**src/rtl/fp_issue_sched_pkg.sv**
```systemverilog
// Shared encodings for the FP issue scheduler: op classes, unit latencies and
// the writeback reservation-vector width.
`ifndef RS_FPU_LEN
`define RS_FPU_LEN 32
`endif
`ifndef SPEC_STATES
`define SPEC_STATES 4
`endif

package fp_sched_pkg;
  typedef enum logic [1:0] {
    CLS_FMA  = 2'b00,
    CLS_DIV  = 2'b01,
    CLS_MISC = 2'b10,
    CLS_ILL  = 2'b11
  } fp_class_e;

  localparam int FMA_LAT_DEF  = 4;
  localparam int DIV_LAT_DEF  = 12;
  localparam int MISC_LAT_DEF = 1;
  localparam int WB_VEC_W     = 32;
endpackage

```
**src/rtl/fp_issue_sched_if.sv**
```systemverilog
// Request/grant and unit-issue bundle between the FP reservation station
// (master) and the FP issue scheduler (slave).
`ifndef RS_FPU_LEN
`define RS_FPU_LEN 32
`endif
`ifndef SPEC_STATES
`define SPEC_STATES 4
`endif

interface fp_issue_sched_if #(
  parameter int ISSUE_REQ   = 2,
  parameter int ENTRY_LEN   = `RS_FPU_LEN,
  parameter int SPEC_STATES = `SPEC_STATES
);
  logic                                  stall, flush, kill_en, update_killmask;
  logic [SPEC_STATES-1:0]                fubr_spectag;
  logic [ISSUE_REQ-1:0]                  req_valid;
  logic [ISSUE_REQ-1:0][ENTRY_LEN-1:0]   req_entry;
  logic [ISSUE_REQ-1:0][1:0]             req_class;
  logic [ISSUE_REQ-1:0][SPEC_STATES-1:0] req_killmask;
  logic [ISSUE_REQ-1:0]                  req_issued;
  logic                                  fma_valid, div_valid, misc_valid, div_busy;
  logic [ENTRY_LEN-1:0]                  fma_entry, div_entry, misc_entry;

  modport master (
    output stall, flush, kill_en, update_killmask, fubr_spectag,
           req_valid, req_entry, req_class, req_killmask,
    input  req_issued, fma_valid, fma_entry, div_valid, div_entry,
           misc_valid, misc_entry, div_busy
  );
  modport slave (
    input  stall, flush, kill_en, update_killmask, fubr_spectag,
           req_valid, req_entry, req_class, req_killmask,
    output req_issued, fma_valid, fma_entry, div_valid, div_entry,
           misc_valid, misc_entry, div_busy
  );
endinterface

```
**src/rtl/fp_issue_sched_div_tracker.sv**
```systemverilog
// Occupancy tracker for the iterative divider: down-counter, busy flag and the
// killmask of the in-flight divide.
module fp_div_tracker #(
  parameter int DIV_LAT     = 12,
  parameter int SPEC_STATES = 4
) (
  input  logic                   clk,
  input  logic                   rst_n,
  input  logic                   stall,
  input  logic                   flush,
  input  logic                   kill_en,
  input  logic                   update_killmask,
  input  logic [SPEC_STATES-1:0] fubr_spectag,
  input  logic                   grant,
  input  logic [SPEC_STATES-1:0] grant_km,
  output logic                   busy
);
  localparam int CW = $clog2(DIV_LAT + 1);

  logic [CW-1:0]          cnt_q, cnt_d;
  logic [SPEC_STATES-1:0] km_q, km_d;

  assign busy = (cnt_q != '0);

  always_comb begin
    cnt_d = cnt_q;
    km_d  = km_q;
    if (!stall) begin
      if (grant) begin
        cnt_d = CW'(DIV_LAT);
        km_d  = grant_km;
      end else if (busy) begin
        cnt_d = cnt_q - CW'(1);
      end
    end
    // A mispredict squashes the in-flight divide regardless of stall.
    if (kill_en && busy && |(km_q & fubr_spectag)) cnt_d = '0;
    if (update_killmask) km_d = km_d & ~fubr_spectag;
    if (flush) begin
      cnt_d = '0;
      km_d  = '0;
    end
  end

  always_ff @(posedge clk or negedge rst_n) begin
    if (!rst_n) begin
      cnt_q <= '0;
      km_q  <= '0;
    end else begin
      cnt_q <= cnt_d;
      km_q  <= km_d;
    end
  end
endmodule

```
**src/rtl/fp_issue_sched.sv**
```systemverilog
// FP issue scheduler: same-cycle in-order-priority grant of RS requests to the
// FMA/DIV/MISC units with writeback-bus slot reservation. FP_SCHED_PERFCNT_EN adds perf counters.
`ifndef RS_FPU_LEN
`define RS_FPU_LEN 32
`endif
`ifndef SPEC_STATES
`define SPEC_STATES 4
`endif

module fp_issue_sched
  import fp_sched_pkg::*;
#(
  parameter int ISSUE_REQ   = 2,
  parameter int ENTRY_LEN   = `RS_FPU_LEN,
  parameter int SPEC_STATES = `SPEC_STATES,
  parameter int FMA_LAT     = FMA_LAT_DEF,
  parameter int DIV_LAT     = DIV_LAT_DEF,
  parameter int MISC_LAT    = MISC_LAT_DEF
) (
  input  logic             clk,
  input  logic             rst_n,
  fp_issue_sched_if.slave  bus
`ifdef FP_SCHED_PERFCNT_EN
  ,
  output logic [31:0]      perf_struct_stall,
  output logic [31:0]      perf_wb_conflict
`endif
);
  typedef struct packed {
    logic                   vld;
    logic [ENTRY_LEN-1:0]   entry;
    logic [SPEC_STATES-1:0] km;
  } iss_t;

  iss_t [2:0]             iss_q, iss_d;
  logic [WB_VEC_W-1:0]    rv_q, rv_d, rv_w;
  logic [ISSUE_REQ-1:0]   grant;
  logic [3:0]             taken;
  logic                   div_busy, div_grant;
  logic [SPEC_STATES-1:0] div_km;
  logic [1:0]             cls;
  int                     slot;
  logic                   req_ok, unit_free, wb_free;
`ifdef FP_SCHED_PERFCNT_EN
  logic [31:0]            perf_struct_q, perf_struct_d, perf_wb_q, perf_wb_d;
`endif

  function automatic int slot_of(input logic [1:0] c);
    case (c)
      CLS_FMA: return 1 + FMA_LAT;
      CLS_DIV: return 1 + DIV_LAT;
      default: return 1 + MISC_LAT;
    endcase
  endfunction

  always_comb begin
    rv_w      = rv_q;
    grant     = '0;
    taken     = '0;
    div_grant = 1'b0;
    div_km    = '0;
    iss_d     = iss_q;
    cls       = '0;
    slot      = 0;
    req_ok    = 1'b0;
    unit_free = 1'b0;
    wb_free   = 1'b0;
`ifdef FP_SCHED_PERFCNT_EN
    perf_struct_d = perf_struct_q;
    perf_wb_d     = perf_wb_q;
`endif
    if (!bus.stall) for (int u = 0; u < 3; u++) iss_d[u].vld = 1'b0;

    // rv_w accumulates this cycle's grants so higher ports see lower ports' slots.
    for (int p = 0; p < ISSUE_REQ; p++) begin
      cls       = bus.req_class[p];
      slot      = slot_of(cls);
      unit_free = (cls == CLS_DIV) ? !(div_busy || taken[CLS_DIV]) : !taken[cls];
      wb_free   = !rv_w[slot];
      req_ok    = rst_n && !bus.stall && !bus.flush && bus.req_valid[p] && (cls != CLS_ILL)
                  && !(bus.kill_en && |(bus.req_killmask[p] & bus.fubr_spectag));
      if (req_ok && unit_free && wb_free) begin
        grant[p]   = 1'b1;
        taken[cls] = 1'b1;
        rv_w[slot] = 1'b1;
        iss_d[cls] = '{vld: 1'b1, entry: bus.req_entry[p], km: bus.req_killmask[p]};
        if (cls == CLS_DIV) begin
          div_grant = 1'b1;
          div_km    = bus.req_killmask[p];
        end
      end
`ifdef FP_SCHED_PERFCNT_EN
      else if (req_ok && !unit_free) perf_struct_d = perf_struct_d + 32'd1;
      else if (req_ok)               perf_wb_d     = perf_wb_d + 32'd1;
`endif
    end

    for (int u = 0; u < 3; u++) begin
      if (bus.kill_en && |(iss_d[u].km & bus.fubr_spectag)) iss_d[u].vld = 1'b0;
      if (bus.update_killmask) iss_d[u].km = iss_d[u].km & ~bus.fubr_spectag;
    end

    rv_d = bus.stall ? rv_q : (rv_w >> 1);
    if (bus.flush) begin
      rv_d  = '0;
      iss_d = '0;
    end
  end

  always_ff @(posedge clk or negedge rst_n) begin
    if (!rst_n) begin
      rv_q  <= '0;
      iss_q <= '0;
    end else begin
      rv_q  <= rv_d;
      iss_q <= iss_d;
    end
  end

`ifdef FP_SCHED_PERFCNT_EN
  // Counters survive flush; only reset clears them.
  always_ff @(posedge clk or negedge rst_n) begin
    if (!rst_n) begin
      perf_struct_q <= '0;
      perf_wb_q     <= '0;
    end else begin
      perf_struct_q <= perf_struct_d;
      perf_wb_q     <= perf_wb_d;
    end
  end
  assign perf_struct_stall = perf_struct_q;
  assign perf_wb_conflict  = perf_wb_q;
`endif

  fp_div_tracker #(.DIV_LAT(DIV_LAT), .SPEC_STATES(SPEC_STATES)) u_div_trk (
    .clk             (clk),
    .rst_n           (rst_n),
    .stall           (bus.stall),
    .flush           (bus.flush),
    .kill_en         (bus.kill_en),
    .update_killmask (bus.update_killmask),
    .fubr_spectag    (bus.fubr_spectag),
    .grant           (div_grant),
    .grant_km        (div_km),
    .busy            (div_busy)
  );

  assign bus.req_issued = grant;
  assign bus.fma_valid  = iss_q[CLS_FMA].vld;
  assign bus.fma_entry  = iss_q[CLS_FMA].entry;
  assign bus.div_valid  = iss_q[CLS_DIV].vld;
  assign bus.div_entry  = iss_q[CLS_DIV].entry;
  assign bus.misc_valid = iss_q[CLS_MISC].vld;
  assign bus.misc_entry = iss_q[CLS_MISC].entry;
  assign bus.div_busy   = div_busy;
endmodule

```
**src/flat_wrapper.sv**
```systemverilog
// flat-port wrapper written by rule: the top's interface ports become plain ports
module fp_issue_sched_flat import fp_sched_pkg::*;
#(
  parameter int ISSUE_REQ   = 2,
  parameter int ENTRY_LEN   = `RS_FPU_LEN,
  parameter int SPEC_STATES = `SPEC_STATES,
  parameter int FMA_LAT     = FMA_LAT_DEF,
  parameter int DIV_LAT     = DIV_LAT_DEF,
  parameter int MISC_LAT    = MISC_LAT_DEF
)
  (clk, rst_n, bus_stall, bus_flush, bus_kill_en, bus_update_killmask, bus_fubr_spectag, bus_req_valid, bus_req_entry, bus_req_class, bus_req_killmask, bus_req_issued, bus_fma_valid, bus_fma_entry, bus_div_valid, bus_div_entry, bus_misc_valid, bus_misc_entry, bus_div_busy);
  fp_issue_sched_if #(.ISSUE_REQ(ISSUE_REQ), .ENTRY_LEN(ENTRY_LEN), .SPEC_STATES(SPEC_STATES)) bus_i ();
  input  logic clk;
  input  logic rst_n;
  input wire logic [$bits(bus_i.stall)-1:0] bus_stall;
  input wire logic [$bits(bus_i.flush)-1:0] bus_flush;
  input wire logic [$bits(bus_i.kill_en)-1:0] bus_kill_en;
  input wire logic [$bits(bus_i.update_killmask)-1:0] bus_update_killmask;
  input wire logic [$bits(bus_i.fubr_spectag)-1:0] bus_fubr_spectag;
  input wire logic [$bits(bus_i.req_valid)-1:0] bus_req_valid;
  input wire logic [$bits(bus_i.req_entry)-1:0] bus_req_entry;
  input wire logic [$bits(bus_i.req_class)-1:0] bus_req_class;
  input wire logic [$bits(bus_i.req_killmask)-1:0] bus_req_killmask;
  output wire logic [$bits(bus_i.req_issued)-1:0] bus_req_issued;
  output wire logic [$bits(bus_i.fma_valid)-1:0] bus_fma_valid;
  output wire logic [$bits(bus_i.fma_entry)-1:0] bus_fma_entry;
  output wire logic [$bits(bus_i.div_valid)-1:0] bus_div_valid;
  output wire logic [$bits(bus_i.div_entry)-1:0] bus_div_entry;
  output wire logic [$bits(bus_i.misc_valid)-1:0] bus_misc_valid;
  output wire logic [$bits(bus_i.misc_entry)-1:0] bus_misc_entry;
  output wire logic [$bits(bus_i.div_busy)-1:0] bus_div_busy;
  assign bus_i.stall = bus_stall;
  assign bus_i.flush = bus_flush;
  assign bus_i.kill_en = bus_kill_en;
  assign bus_i.update_killmask = bus_update_killmask;
  assign bus_i.fubr_spectag = bus_fubr_spectag;
  assign bus_i.req_valid = bus_req_valid;
  assign bus_i.req_entry = bus_req_entry;
  assign bus_i.req_class = bus_req_class;
  assign bus_i.req_killmask = bus_req_killmask;
  assign bus_req_issued = bus_i.req_issued;
  assign bus_fma_valid = bus_i.fma_valid;
  assign bus_fma_entry = bus_i.fma_entry;
  assign bus_div_valid = bus_i.div_valid;
  assign bus_div_entry = bus_i.div_entry;
  assign bus_misc_valid = bus_i.misc_valid;
  assign bus_misc_entry = bus_i.misc_entry;
  assign bus_div_busy = bus_i.div_busy;
  fp_issue_sched #(.ISSUE_REQ(ISSUE_REQ), .ENTRY_LEN(ENTRY_LEN), .SPEC_STATES(SPEC_STATES), .FMA_LAT(FMA_LAT), .DIV_LAT(DIV_LAT), .MISC_LAT(MISC_LAT)) u_core (.clk(clk), .rst_n(rst_n), .bus(bus_i));
endmodule
```
**config.mk**
```make
export PLATFORM = sky130hd
export DESIGN_NAME = fp_issue_sched_flat
export DESIGN_NICKNAME = d
export VERILOG_FILES = /design/src/rtl/fp_issue_sched_pkg.sv /design/src/rtl/fp_issue_sched_if.sv /design/src/rtl/fp_issue_sched_div_tracker.sv /design/src/rtl/fp_issue_sched.sv /design/src/flat_wrapper.sv
export SDC_FILE = /design/constraint.sdc
export NUM_CORES = 1
export LEC_CHECK = 0
export BUFFER_PORTS_ARGS = -buffer_cell sky130_fd_sc_hd__buf_2
export CELL_PAD_IN_SITES_DETAIL_PLACEMENT = 1
export CELL_PAD_IN_SITES_GLOBAL_PLACEMENT = 1
export CORE_AREA = 4 4 137 139
export DETAILED_ROUTE_END_ITERATION = 10
export DIE_AREA = 0 0 141 143
export PLACE_DENSITY = 0.95
export SETUP_SLACK_MARGIN = 0.15
export SLEW_MARGIN = 25
export SYNTH_ARGS = -nofsm -noshare
export SYNTH_HDL_FRONTEND = slang
export SYNTH_SLANG_ARGS = --single-unit
```
**constraint.sdc**
```tcl
create_clock -name clk -period 5.25 [get_ports clk]
set_input_delay 0.7875 -clock clk [delete_from_list [all_inputs] [get_ports clk]]
set_output_delay 0.7875 -clock clk [all_outputs]
set_load 0.01 [all_outputs]
```
==> report_table.html <==
<table>
<tr><th>Metric</th><th>Value</th></tr>
<tr><th colspan="2">Drt</th></tr>
<tr><td>Via-to-Cell Ratio</td><td>5.69</td></tr>
<tr><td>Wire length per cell</td><td>20.6 um</td></tr>
<tr><td>Number of design rule violations left after detail routing</td><td>0</td></tr>
<tr><td>Drt initial violations</td><td>314</td></tr>
<tr><td>Drt pass-1 iters</td><td>4</td></tr>
<tr><td>Number of vias in the routed layout</td><td>6260</td></tr>
<tr><td>Antenna-violating nets left</td><td>0</td></tr>
<tr><td>Total detailed-routing wirelength</td><td>22700 um</td></tr>
<tr><th colspan="2">Clock network</th></tr>
<tr><td>Number of CTS-inserted buffers</td><td>17</td></tr>
<tr><td>CTS sink cnt</td><td>132</td></tr>
<tr><td>CTS clk-pin slew, worst paths</td><td>0.06 ns</td></tr>
<tr><td>Post CTS Setup Buffer Count</td><td>0</td></tr>
<tr><td>Clock network latency to the later pin of the worst-skew pair</td><td>0.42 ns</td></tr>
<tr><td>Max Buffers Root-to-Sink</td><td>2</td></tr>
<tr><td>Clock tree from TritonCTS</td><td>yes</td></tr>
<tr><td>Root Buffer Master</td><td>sky130_fd_sc_hd__clkbuf_16</td></tr>
<tr><td>Resized cells post-CTS</td><td>0</td></tr>
<tr><td>Number of hold buffers added after cts</td><td>0</td></tr>
<tr><td>H-tree depth</td><td>4</td></tr>
<tr><th colspan="2">Synthesis</th></tr>
<tr><td>Mux contribution to synthesized area</td><td>11.0%</td></tr>
<tr><td>Synth top area cells</td><td>sky130_fd_sc_hd__dfrtp_1, sky130_fd_sc_hd__mux2i_1, sky130_fd_sc_hd__buf_4, sky130_fd_sc_hd__a211oi_1, sky130_fd_sc_hd__nor2_1</td></tr>
<tr><td>Share of the synthesized area in the top cell type</td><td>44.3%</td></tr>
<tr><td>Adder-cell share of the synthesized area</td><td>0.168%</td></tr>
<tr><td>List of most frequent post-synthesis cells</td><td>sky130_fd_sc_hd__dfrtp_1, sky130_fd_sc_hd__nor2_1, sky130_fd_sc_hd__buf_4, sky130_fd_sc_hd__mux2i_1, sky130_fd_sc_hd__nand2_1</td></tr>
<tr><td>Fraction of synthesis flops using an asynchronous set or reset pin</td><td>100%</td></tr>
<tr><td>Total nets after synthesis</td><td>882</td></tr>
<tr><td>Area share of and/or/nand/nor cells after synthesis</td><td>14.0%</td></tr>
<tr><td>Ys Warns</td><td>0</td></tr>
<tr><td>Number of synthesized register bits</td><td>132</td></tr>
<tr><td>Xor-xnor portion of the synthesized cell area</td><td>0%</td></tr>
<tr><td>Number of flops mapped to enable cells by yosys</td><td>0</td></tr>
<tr><td>Number of cells produced by synthesis</td><td>793</td></tr>
<tr><td>Library cell occupying the most area in the post-synthesis netlist</td><td>sky130_fd_sc_hd__dfrtp_1</td></tr>
<tr><td>Most used flip-flop cell after synthesis</td><td>sky130_fd_sc_hd__dfrtp_1</td></tr>
<tr><td>Compound-Gate Fraction of Synth Area</td><td>17.5%</td></tr>
<tr><td>Cell area after synthesis</td><td>0.00745 mm2</td></tr>
<tr><td>Most frequently used cell type in the post-synthesis netlist</td><td>sky130_fd_sc_hd__dfrtp_1</td></tr>
<tr><td>Register area share after synthesis</td><td>44.3%</td></tr>
<tr><td>Per-instance average area after synthesis</td><td>9.40 um2</td></tr>
<tr><td>Synth cell types</td><td>50</td></tr>
<tr><td>Dominant combinational cell family by area after synthesis</td><td>compound AO/OA/AOI/OAI gates</td></tr>
<tr><th colspan="2">Power and ir drop</th></tr>
<tr><td>Power Density</td><td>313 mW/mm2</td></tr>
<tr><td>Internal power summed over all cells</td><td>0.00198 W</td></tr>
<tr><td>Combinational fraction of design power</td><td>11.8%</td></tr>
<tr><td>Worst IR Drop VDD</td><td>211 uV</td></tr>
<tr><td>Leakage power figure</td><td>3.88 nW</td></tr>
<tr><td>Clk pwr share</td><td>48.2%</td></tr>
<tr><td>Sw power</td><td>0.000677 W</td></tr>
<tr><td>Part of the power in registers</td><td>40.0%</td></tr>
<tr><td>Switching fraction of total power</td><td>25.5%</td></tr>
<tr><td>Post-layout power</td><td>0.00266 W</td></tr>
<tr><th colspan="2">Placement</th></tr>
<tr><td>Placed cell count</td><td>1069</td></tr>
<tr><td># port buffers</td><td>189</td></tr>
<tr><td>Placement-stage worst setup slack</td><td>1.42 ns</td></tr>
<tr><td>Placer's final routability congestion estimate</td><td>0.882</td></tr>
<tr><td>DP Wirelength</td><td>15300 um</td></tr>
<tr><th colspan="2">Timing</th></tr>
<tr><td>Sum of negative setup slack</td><td>0 ns</td></tr>
<tr><td>Post-route clock period utilization</td><td>66.2%</td></tr>
<tr><td>Final-report hold violation count</td><td>0</td></tr>
<tr><td>Final critical path time including I/O delays and setup</td><td>3.48 ns</td></tr>
<tr><td>Final count of pins violating max slew</td><td>0</td></tr>
<tr><td>Fmax</td><td>288 MHz</td></tr>
<tr><td>Worst Skew</td><td>0.0150 ns</td></tr>
<tr><td>Final setup slack of the worst path</td><td>1.77 ns</td></tr>
<tr><td>RSZ-0062 raised after global routing</td><td>no</td></tr>
<tr><td>Setup Viol. Count Final</td><td>0</td></tr>
<tr><td>Worst Tran Pin Value</td><td>0.974 ns</td></tr>
<tr><td>Max transition margin</td><td>34.9%</td></tr>
<tr><th colspan="2">Global route</th></tr>
<tr><td>Antenna violations before repair</td><td>0</td></tr>
<tr><td>Pin count of the biggest net entering global routing</td><td>74</td></tr>
<tr><td>Vias in the first global route</td><td>6757</td></tr>
<tr><td>Global router's overall resource usage</td><td>22.4%</td></tr>
<tr><td>Overall overflow remaining after global route</td><td>0</td></tr>
<tr><td>Global-route wire length before repair</td><td>36100 um</td></tr>
<tr><th colspan="2">Finish</th></tr>
<tr><td>End-of-flow core utilization</td><td>48.1%</td></tr>
<tr><td>Fin cells</td><td>1100</td></tr>
<tr><td>Fraction of final layout cells sized beyond drive strength 1</td><td>28.1%</td></tr>
<tr><td>Antenna Cells</td><td>0</td></tr>
<tr><td>Layout-stage area growth over the synthesis result</td><td>13.8%</td></tr>
<tr><td>Fill cell count</td><td>2069</td></tr>
<tr><td>Number of nets in the layout</td><td>948</td></tr>
<tr><th colspan="2">Setup path</th></tr>
<tr><td>Number of buffer and inverter stages on the critical path</td><td>2</td></tr>
<tr><td>Depth of the worst register-to-register path</td><td>8</td></tr>
<tr><td>Data arrival at the endpoint of the critical path</td><td>2.69 ns</td></tr>
<tr><td>Startpoint type of the worst setup path</td><td>primary input</td></tr>
<tr><td>Top fanout value on the critical path</td><td>56</td></tr>
<tr><td>Worst setup path class</td><td>primary input to output pin</td></tr>
<tr><td>Delay-heaviest family, CP</td><td>simple AND/OR/NAND/NOR gates</td></tr>
<tr><td>Highest-delay cell along the critical path</td><td>sky130_fd_sc_hd__nor2_4</td></tr>
<tr><td>Required @ worst endpoint</td><td>4.46 ns</td></tr>
<tr><td>Delay of the slowest cell on the worst path</td><td>0.53 ns</td></tr>
<tr><td>Critical path, cell by cell</td><td>buf_4 -&gt; nor3b_2 -&gt; nand2_1 -&gt; nor2_4 -&gt; o21ai_0 -&gt; o41ai_1 -&gt; nor3_1 -&gt; buf_2</td></tr>
<tr><td>Endpoint kind of the worst setup timing path</td><td>output pin</td></tr>
<tr><td>Number of cells on the critical path</td><td>8</td></tr>
<tr><th colspan="2">Floorplanning</th></tr>
<tr><td>Row count</td><td>49</td></tr>
<tr><td>I/O Pins</td><td>190</td></tr>
<tr><td>Area of the die</td><td>0.0202 mm2</td></tr>
<tr><td>Core outline area</td><td>0.0177 mm2</td></tr>
<tr><td>Die outline width</td><td>141 um</td></tr>
<tr><td>Initial Util</td><td>42.2%</td></tr>
<tr><td>Chip Height</td><td>143 um</td></tr>
<tr><th colspan="2">Min path</th></tr>
<tr><td>Hold path depth</td><td>2</td></tr>
<tr><td>Worst hold-check path type</td><td>flop to flop</td></tr>
<tr><th colspan="2">Flow run</th></tr>
<tr><td>Number of violations of the max-capacitance limit</td><td>0</td></tr>
<tr><th colspan="2">Status</th></tr>
<tr><td>Result of the run</td><td>finished, final reports clean</td></tr>
</table>
## state kept, by name, indices dropped and copies added, names as in the netlist
signal and flops:
u_core.iss_q 12, u_core.u_div_trk.km_q 4, u_core.rv_q 13, u_core.bus.misc_entry 32, u_core.u_div_trk.cnt_q 4, u_core.bus.fma_entry 32
u_core.bus.div_valid 1, u_core.bus.div_entry 32, u_core.bus.fma_valid 1, u_core.bus.misc_valid 1
## final timing paths
kind	slack, ns	end	startpoint
min reg2reg	0.52	u_core.rv_q[10]	u_core.rv_q[11]
min	0.52	u_core.rv_q[10]	u_core.rv_q[11]
max	1.77	bus_req_issued[1]	bus_flush
max reg2reg	1.99	u_core.bus.div_valid	u_core.u_div_trk.cnt_q[0]
min in group asynchronous	0.58	u_core.bus.misc_entry[15]	rst_n
max in group asynchronous	3.51	u_core.bus.div_entry[17]	rst_n
## logic make-up (layout without fill, tap and decap cells)
group                    count (synthesis)  after routing
AND/OR/NAND/NOR                        237            237
AO/OA/AOI/OAI                          184            184
buffers and inverters                  157            235
flip-flops                             132            132
multiplexers                            82             82
adder cells (fa/ha/maj)                  1              1
## power groups by stage
stage	clock network (W)	registers (W)	logic, W
2_1_floorplan	0	0.00107	0.000185
3_3_place_gp	0	0.00108	0.000303
3_5_place_dp	0	0.00108	0.000313
4_1_cts	0.00130	0.00106	0.000316
5_1_grt	0.00135	0.00106	0.000351
6_report	0.00128	0.00106	0.000313
## final cells by class
cell class / count / area (um2) / area share (%)
multi-input cells: 504 / 3210 / 37.8
inverters: 4 / 15.0 / 0.177
flip-flops and latches: 132 / 3300 / 38.9
clock buffers: 20 / 457 / 5.38
repair buffers: 200 / 1040 / 12.3
well taps: 229 / 287 / 3.38
clock inverters: 11 / 176 / 2.08
## per-stage QoR
stage,cell area [um2],hold slack [ns]
2_1_floorplan,7450,0.479
3_3_place_gp,7850,0.498
3_5_place_dp,7850,0.516
4_1_cts,8480,0.529
5_1_grt,8490,0.570
6_report,8490,0.521
## per-layer routing
metal  track usage, %  vias to the layer above  wire length [um]
met1             28.0                     3189              9710
met4             7.19                        0               431
li1                 -                     2866                 -
met2             38.2                      174             11300
met5                0                        -                 0
met3             5.69                       31              1230
## tightest hold or removal path, stage by stage (launching register included)
cell,delay (ns)
sky130_fd_sc_hd__dfrtp_1,0.34
sky130_fd_sc_hd__mux2i_1,0.06
sky130_fd_sc_hd__nor2_1,0.08
## cell usage in the layout (no fill, tap or decap), drive strengths merged, types with 3 or more instances in the layout
cell,Yosys,final
a31o,3,3
a311oi,32,32
a211oi,69,69
nor4b,4,4
clkinvlp,0,4
clkbuf,35,20
o21ai,25,25
nor3,6,6
mux2i,82,82
bufinv,0,4
a21oi,33,33
inv,4,5
nand2,79,79
a22oi,6,6
dfrtp,132,132
buf,118,200
nor2,125,125
o211ai,3,3
nor2b,5,5
a31oi,3,3
No activity file was read; power rests on OpenSTA's default activity.
